[config.mk]
export PLATFORM = sky130hd
export DESIGN_NAME = conv_window_scheduler_flat
export DESIGN_NICKNAME = d
export VERILOG_FILES = /design/src/rtl/conv_window_scheduler_if.sv /design/src/rtl/conv_window_scheduler.sv /design/src/flat_wrapper.sv
export SDC_FILE = /design/constraint.sdc
export NUM_CORES = 1
export LEC_CHECK = 0
export ABC_AREA = 1
export CORE_AREA = 2 2 95 97
export CTS_BUF_LIST = sky130_fd_sc_hd__clkbuf_4
export DETAILED_ROUTE_END_ITERATION = 16
export DIE_AREA = 0 0 97 99
export PLACE_DENSITY_LB_ADDON = 0.12
export SYNTH_ARGS = -nofsm -noshare
export SYNTH_HDL_FRONTEND = slang
export SYNTH_SLANG_ARGS = --single-unit
[constraint.sdc]
create_clock -name clk -period 2.1 [get_ports clk]
set_input_delay 0.63 -clock clk [delete_from_list [all_inputs] [get_ports clk]]
set_output_delay 0.63 -clock clk [all_outputs]
set_load 0.02 [all_outputs]
[src/rtl/conv_window_scheduler_if.sv]
// Handshake bundle between the window scheduler, the patch latch and the MAC.
// The scheduler takes the master side; the environment takes the slave side.
interface conv_window_scheduler_if #(
    parameter int ADDR_W = 10
);
    logic              start;
    logic              load;
    logic              load_full_patch;
    logic              load_done;
    logic [ADDR_W-1:0] pixel_addr0;
    logic [ADDR_W-1:0] pixel_addr1;
    logic [ADDR_W-1:0] pixel_addr2;
    logic [ADDR_W-1:0] pixel_addr3;
    logic [ADDR_W-1:0] pixel_addr4;
    logic [ADDR_W-1:0] pixel_addr5;
    logic [ADDR_W-1:0] pixel_addr6;
    logic [ADDR_W-1:0] pixel_addr7;
    logic [ADDR_W-1:0] pixel_addr8;
    logic              patch_valid;
    logic              patch_ready;
    logic [ADDR_W-1:0] out_row;
    logic [ADDR_W-1:0] out_col;
    logic              busy;
    logic              scan_done;

    modport master (
        input  start, load_done, patch_ready,
        output load, load_full_patch,
        output pixel_addr0, pixel_addr1, pixel_addr2,
        output pixel_addr3, pixel_addr4, pixel_addr5,
        output pixel_addr6, pixel_addr7, pixel_addr8,
        output patch_valid, out_row, out_col, busy, scan_done
    );

    modport slave (
        output start, load_done, patch_ready,
        input  load, load_full_patch,
        input  pixel_addr0, pixel_addr1, pixel_addr2,
        input  pixel_addr3, pixel_addr4, pixel_addr5,
        input  pixel_addr6, pixel_addr7, pixel_addr8,
        input  patch_valid, out_row, out_col, busy, scan_done
    );
endinterface

[src/rtl/conv_window_scheduler.sv]
// 3x3 window scheduler: walks the image column-major, drives latch loads
// and presents each patch to the MAC with a valid/ready handshake.
module conv_window_scheduler #(
    parameter int IMG_W  = 28,
    parameter int IMG_H  = 28,
    parameter int ADDR_W = 10
) (
    input  logic                     clk,
    input  logic                     rst,
    conv_window_scheduler_if.master  bus
);
    localparam logic [2:0] IDLE    = 3'd0;
    localparam logic [2:0] ISSUE   = 3'd1;
    localparam logic [2:0] WAIT    = 3'd2;
    localparam logic [2:0] PRESENT = 3'd3;
    localparam logic [2:0] FINISH  = 3'd4;

    localparam logic [ADDR_W-1:0] ONE      = ADDR_W'(1);
    localparam logic [ADDR_W-1:0] TWO      = ADDR_W'(2);
    localparam logic [ADDR_W-1:0] W1       = ADDR_W'(IMG_W);
    localparam logic [ADDR_W-1:0] W2       = ADDR_W'(2 * IMG_W);
    localparam logic [ADDR_W-1:0] ROW_LAST = ADDR_W'(IMG_H - 3);
    localparam logic [ADDR_W-1:0] COL_LAST = ADDR_W'(IMG_W - 3);

    logic [2:0]        state_q, state_d;
    logic [ADDR_W-1:0] row_q, row_d;
    logic [ADDR_W-1:0] col_q, col_d;
    logic [ADDR_W-1:0] base_q, base_d;
    logic [ADDR_W-1:0] mask;

    // State, counters and top-left base address; base tracks row*IMG_W+col.
    always_ff @(posedge clk or negedge rst) begin
        if (!rst) begin
            state_q <= IDLE;
            row_q   <= '0;
            col_q   <= '0;
            base_q  <= '0;
        end else begin
            state_q <= state_d;
            row_q   <= row_d;
            col_q   <= col_d;
            base_q  <= base_d;
        end
    end

    // Next state: row step adds IMG_W to base, column step reloads it to col.
    always_comb begin
        state_d = state_q;
        row_d   = row_q;
        col_d   = col_q;
        base_d  = base_q;
        unique case (state_q)
            IDLE: begin
                row_d  = '0;
                col_d  = '0;
                base_d = '0;
                if (bus.start) state_d = ISSUE;
            end
            ISSUE: state_d = WAIT;
            WAIT: begin
                if (bus.load_done) state_d = PRESENT;
            end
            PRESENT: begin
                if (bus.patch_ready) begin
                    if (row_q == ROW_LAST) begin
                        row_d = '0;
                        if (col_q == COL_LAST) begin
                            col_d   = '0;
                            base_d  = '0;
                            state_d = FINISH;
                        end else begin
                            col_d   = col_q + ONE;
                            base_d  = col_q + ONE;
                            state_d = ISSUE;
                        end
                    end else begin
                        row_d   = row_q + ONE;
                        base_d  = base_q + W1;
                        state_d = ISSUE;
                    end
                end
            end
            FINISH: state_d = IDLE;
            default: state_d = IDLE;
        endcase
    end

    assign bus.load            = (state_q == ISSUE) || (state_q == WAIT);
    assign bus.load_full_patch = bus.load && (row_q == '0);
    assign bus.patch_valid     = (state_q == PRESENT);
    assign bus.busy            = (state_q == ISSUE) || (state_q == WAIT)
                               || (state_q == PRESENT);
    assign bus.scan_done       = (state_q == FINISH);
    assign bus.out_row         = row_q;
    assign bus.out_col         = col_q;

    // Addresses read as zero whenever no scan is active.
    assign mask = {ADDR_W{bus.busy}};

    assign bus.pixel_addr0 = base_q & mask;
    assign bus.pixel_addr1 = (base_q + ONE) & mask;
    assign bus.pixel_addr2 = (base_q + TWO) & mask;
    assign bus.pixel_addr3 = (base_q + W1) & mask;
    assign bus.pixel_addr4 = (base_q + W1 + ONE) & mask;
    assign bus.pixel_addr5 = (base_q + W1 + TWO) & mask;
    assign bus.pixel_addr6 = (base_q + W2) & mask;
    assign bus.pixel_addr7 = (base_q + W2 + ONE) & mask;
    assign bus.pixel_addr8 = (base_q + W2 + TWO) & mask;
endmodule

[src/flat_wrapper.sv]
// flat-port wrapper written by rule: the top's interface ports become plain ports
module conv_window_scheduler_flat 
#(
    parameter int IMG_W  = 28,
    parameter int IMG_H  = 28,
    parameter int ADDR_W = 10
)
  (clk, rst, bus_start, bus_load_done, bus_patch_ready, bus_load, bus_load_full_patch, bus_pixel_addr0, bus_pixel_addr1, bus_pixel_addr2, bus_pixel_addr3, bus_pixel_addr4, bus_pixel_addr5, bus_pixel_addr6, bus_pixel_addr7, bus_pixel_addr8, bus_patch_valid, bus_out_row, bus_out_col, bus_busy, bus_scan_done);
  conv_window_scheduler_if #(.ADDR_W(ADDR_W)) bus_i ();
  input  logic clk;
  input  logic rst;
  input wire logic [$bits(bus_i.start)-1:0] bus_start;
  input wire logic [$bits(bus_i.load_done)-1:0] bus_load_done;
  input wire logic [$bits(bus_i.patch_ready)-1:0] bus_patch_ready;
  output wire logic [$bits(bus_i.load)-1:0] bus_load;
  output wire logic [$bits(bus_i.load_full_patch)-1:0] bus_load_full_patch;
  output wire logic [$bits(bus_i.pixel_addr0)-1:0] bus_pixel_addr0;
  output wire logic [$bits(bus_i.pixel_addr1)-1:0] bus_pixel_addr1;
  output wire logic [$bits(bus_i.pixel_addr2)-1:0] bus_pixel_addr2;
  output wire logic [$bits(bus_i.pixel_addr3)-1:0] bus_pixel_addr3;
  output wire logic [$bits(bus_i.pixel_addr4)-1:0] bus_pixel_addr4;
  output wire logic [$bits(bus_i.pixel_addr5)-1:0] bus_pixel_addr5;
  output wire logic [$bits(bus_i.pixel_addr6)-1:0] bus_pixel_addr6;
  output wire logic [$bits(bus_i.pixel_addr7)-1:0] bus_pixel_addr7;
  output wire logic [$bits(bus_i.pixel_addr8)-1:0] bus_pixel_addr8;
  output wire logic [$bits(bus_i.patch_valid)-1:0] bus_patch_valid;
  output wire logic [$bits(bus_i.out_row)-1:0] bus_out_row;
  output wire logic [$bits(bus_i.out_col)-1:0] bus_out_col;
  output wire logic [$bits(bus_i.busy)-1:0] bus_busy;
  output wire logic [$bits(bus_i.scan_done)-1:0] bus_scan_done;
  assign bus_i.start = bus_start;
  assign bus_i.load_done = bus_load_done;
  assign bus_i.patch_ready = bus_patch_ready;
  assign bus_load = bus_i.load;
  assign bus_load_full_patch = bus_i.load_full_patch;
  assign bus_pixel_addr0 = bus_i.pixel_addr0;
  assign bus_pixel_addr1 = bus_i.pixel_addr1;
  assign bus_pixel_addr2 = bus_i.pixel_addr2;
  assign bus_pixel_addr3 = bus_i.pixel_addr3;
  assign bus_pixel_addr4 = bus_i.pixel_addr4;
  assign bus_pixel_addr5 = bus_i.pixel_addr5;
  assign bus_pixel_addr6 = bus_i.pixel_addr6;
  assign bus_pixel_addr7 = bus_i.pixel_addr7;
  assign bus_pixel_addr8 = bus_i.pixel_addr8;
  assign bus_patch_valid = bus_i.patch_valid;
  assign bus_out_row = bus_i.out_row;
  assign bus_out_col = bus_i.out_col;
  assign bus_busy = bus_i.busy;
  assign bus_scan_done = bus_i.scan_done;
  conv_window_scheduler #(.IMG_W(IMG_W), .IMG_H(IMG_H), .ADDR_W(ADDR_W)) u_core (.clk(clk), .rst(rst), .bus(bus_i));
endmodule
==> impl_metrics.ini, run 1 <==
[yosys]
ys_warn_count = 0
syn_area_um2 = 3350
synth.yosys.seq_area_share = 0.246
netlist-cell-type-count = 41
synth_seq_cells = 33
synth_nets = 541
avgSynthCellArea_um2 = 6.43
synth_cells = 521

[setup_path]
cp_top_family = simple AND/OR/NAND/NOR gates
cp-start-kind = flop
worstSetupPathType = reg -> out
path_cells = buf_4 > ha_4 > nand2_1 > nor2_4 > inv_2 > nor2_4 > nand4_1 > nand3_1 > nand2_2 > buf_6
reg2reg_to = u_core.base_q[7]
cp.arrival_ns = 2.26
path_common_cell = nor2_4
cp_slowest_cell = dfrtp_2
reg2reg_depth = 12
required_ns = 1.47
worstSetupEndpointType = output port
reg2reg_slack_ns = 0.15
r2r_start = u_core.base_q[3]
worst_path_largest_cell_delay_ns = 0.42
path_buf_inv = 3
path_max_fanout = 4

[layout]
layoutNonFillerInstCount = 896
nets = 807
fill_cells = 416
final_area_um2 = 7280
final_util = 0.851
antennaDiodeCount = 0
seqCellArea_um2 = 832
drive_gt1_frac = 0.618
multi_input_area_um2 = 3130
area_growth_pct = 117

[grt]
gr-total-overflow = 0
antenna_found_initial = 0
grt_max_degree = 34
grt_pass1_wl_um = 22500
track_usage = 0.288
grt_pass1_vias = 4697

[route]
firstDrtPassIters = 5
drt_iter0_markers = 294
post_drt_via_cell_ratio = 5.43
route.detailed.drc = 0
routed_wl_um = 17500
via_count = 4866
antenna_left = 0
wl_per_cell_um = 19.6

[clocking]
root_buffer = clkbuf_4
clock_latency_ns = 0.35
cts.clk_slew.worst_paths_ns = 0.10
numCtsBuffers = 5
cts_hold_buf = 0
cts_sinks = 33
clock_path_buffers = 2
htreeDepth = 2
tritoncts = done

[placed_design]
dpl_worst_slack_ns = -0.724
dp_hpwl_um = 9040
portBuffers = 119
placed_cells = 840
gp_congestion = 0.905
place_area_um2 = 5600

[timing]
worst_slack_ns = -0.789
fin_skew_ns = 0.00664
tns_ns = -42.82
clock.fmax_ghz = 0.346
fin_crit_ns = 2.89
hold_viol = 0
rsz0062_at_grt = true
slew_viol_final = 0
maxSlewHeadroom = 0.705
tightestPinTransition_ns = 0.441
finalSetupViolCount = 91
whs_ns = 0.577
finalCritPeriodShare = 1.38

[pwr]
power_mw = 11.1
ir_drop_mv = 1.01
p_per_area_nw_per_um2 = 1530
cellLeakagePower_nw = 3.60

[run_status]
status = finished, violations left
failed_checks = setup timing

[floorplan]
rows = 34
dieArea_um2 = 9600
die_w_um = 97
start_util = 0.392
die_y_um = 99
io_pins = 120
coreArea_um2 = 8550

[worst_hold_path]
min_from = u_core.bus.out_col[9]
min_delay_path_depth = 2
hp-class = reg -> reg
hold_path_end = u_core.bus.out_col[9]

[flow_run]
drv_cap = 0
[metal layers]
layer,global-route usage,share of wire,vias to the layer above
met5,0,0,-
met4,0.153,0.069,0
met3,0.0319,0.064,100
met2,0.538,0.51,294
met1,0.322,0.36,2298
li1,-,-,2174
[worst max-delay path by stage]
stage	from	end	slack (ns)	cells past startpoint
floorplan	u_core.state_q[1]	bus_pixel_addr4[5]	-0.13	6
global placement	u_core.base_q[3]	bus_pixel_addr5[8]	-0.68	13
detailed placement	u_core.base_q[3]	bus_pixel_addr5[8]	-0.72	13
CTS	u_core.base_q[3]	bus_pixel_addr5[8]	-0.61	13
global route	u_core.base_q[3]	bus_pixel_addr7[9]	-0.88	9
finish	u_core.base_q[2]	bus_pixel_addr7[9]	-0.79	10
[Yosys cell counts, drive strengths merged]
cell,instances,area share
nor4,2,0.0037
o21bai,2,0.0045
a31o,1,0.0026
o21a,3,0.0067
o211ai,3,0.0067
nand4,8,0.021
xor2,14,0.041
nor3b,1,0.0022
a22oi,1,0.0022
or2,1,0.0019
dfrtp,33,0.25
o21ai,39,0.062
ha,15,0.056
o22ai,4,0.0075
o221ai,1,0.0026
nand3,10,0.015
nor2,98,0.12
xnor2,4,0.010
buf,29,0.062
inv,69,0.077
nand3b,2,0.0045
a31oi,3,0.0056
nand2,133,0.16
nor3,16,0.025
a221oi,1,0.0045
a21oi,28,0.043
[tightest hold or removal path: stages (launching register included)]
cell and delay (ns):
dfrtp_1 0.41, nand2_1 0.06, o21ai_1 0.06
[sequential cells by signal, indices dropped and copies added, names as in the netlist]
register,flops
u_core.state_q,3
u_core.base_q,10
u_core.bus.out_row,10
u_core.bus.out_col,10
[cells in the final DEF (no fill, tap or decap), types with 5 or more instances in the layout]
| cell | synthesis | final |
|---|---|---|
| buf_6 | 3 | 109 |
| buf_4 | 18 | 135 |
| o21ai_0 | 27 | 18 |
| buf_8 | 0 | 9 |
| dfrtp_1 | 33 | 28 |
| a21oi_4 | 0 | 6 |
| dlymetal6s2s_1 | 0 | 13 |
| nor3_4 | 0 | 5 |
| nand2_1 | 116 | 75 |
| nor2_4 | 2 | 49 |
| nor3_1 | 15 | 8 |
| xor2_1 | 12 | 7 |
| xor2_2 | 2 | 5 |
| nand3_1 | 10 | 7 |
| buf_12 | 0 | 7 |
| ha_4 | 0 | 9 |
| nand2_4 | 2 | 22 |
| nor2_2 | 9 | 15 |
| inv_1 | 58 | 39 |
| a21oi_1 | 27 | 14 |
| a21oi_2 | 1 | 8 |
| o21ai_2 | 0 | 6 |
| clkdlybuf4s50_1 | 0 | 9 |
| inv_2 | 11 | 21 |
| ha_1 | 15 | 5 |
| nand4_1 | 6 | 6 |
| nand2_2 | 15 | 34 |
| inv_4 | 0 | 5 |
| dfrtp_2 | 0 | 5 |
| o21ai_1 | 11 | 14 |
| clkbuf_4 | 0 | 5 |
| nor2_1 | 87 | 34 |
[logic make-up (layout without fill, tap and decap cells)]
group	count (synthesis)	in the layout	share of synthesized area
compound gates	86	86	0.147
fa+ha+maj	15	15	0.0560
flops	33	33	0.246
xor+xnor	18	18	0.0515
simple gates	271	271	0.359
buf+inv	98	365	0.139
[final cells by class]
class                      count  share of cell area
clock buffer                   5             0.00516
multi-input combinational    390               0.431
inverter                      69              0.0404
timing repair buffer         288               0.389
clock inverter                 3             0.00172
sequential                    33               0.114
tap                          108              0.0186
[timing repair]
item	CTS	global route
resized for setup	711	154
setup buffers	36	21
endpoints found under the setup margin	97	107
cloned	1	0
pin swaps	49	54
[power by group]
group          switching, mW  internal [mW]
sequential             0.134          0.741
clock                  0.231          0.121
combinational           5.29           4.59
total                   5.65           5.45
Note: power is estimated with default switching activity, not from simulation.
==> run 2, diff against run 1 <==
Settings changed: CTS_CLUSTER_SIZE set to 10.
==> results of run 2 <==
The final DEF is identical to that of run 1; final timing and power are the same.
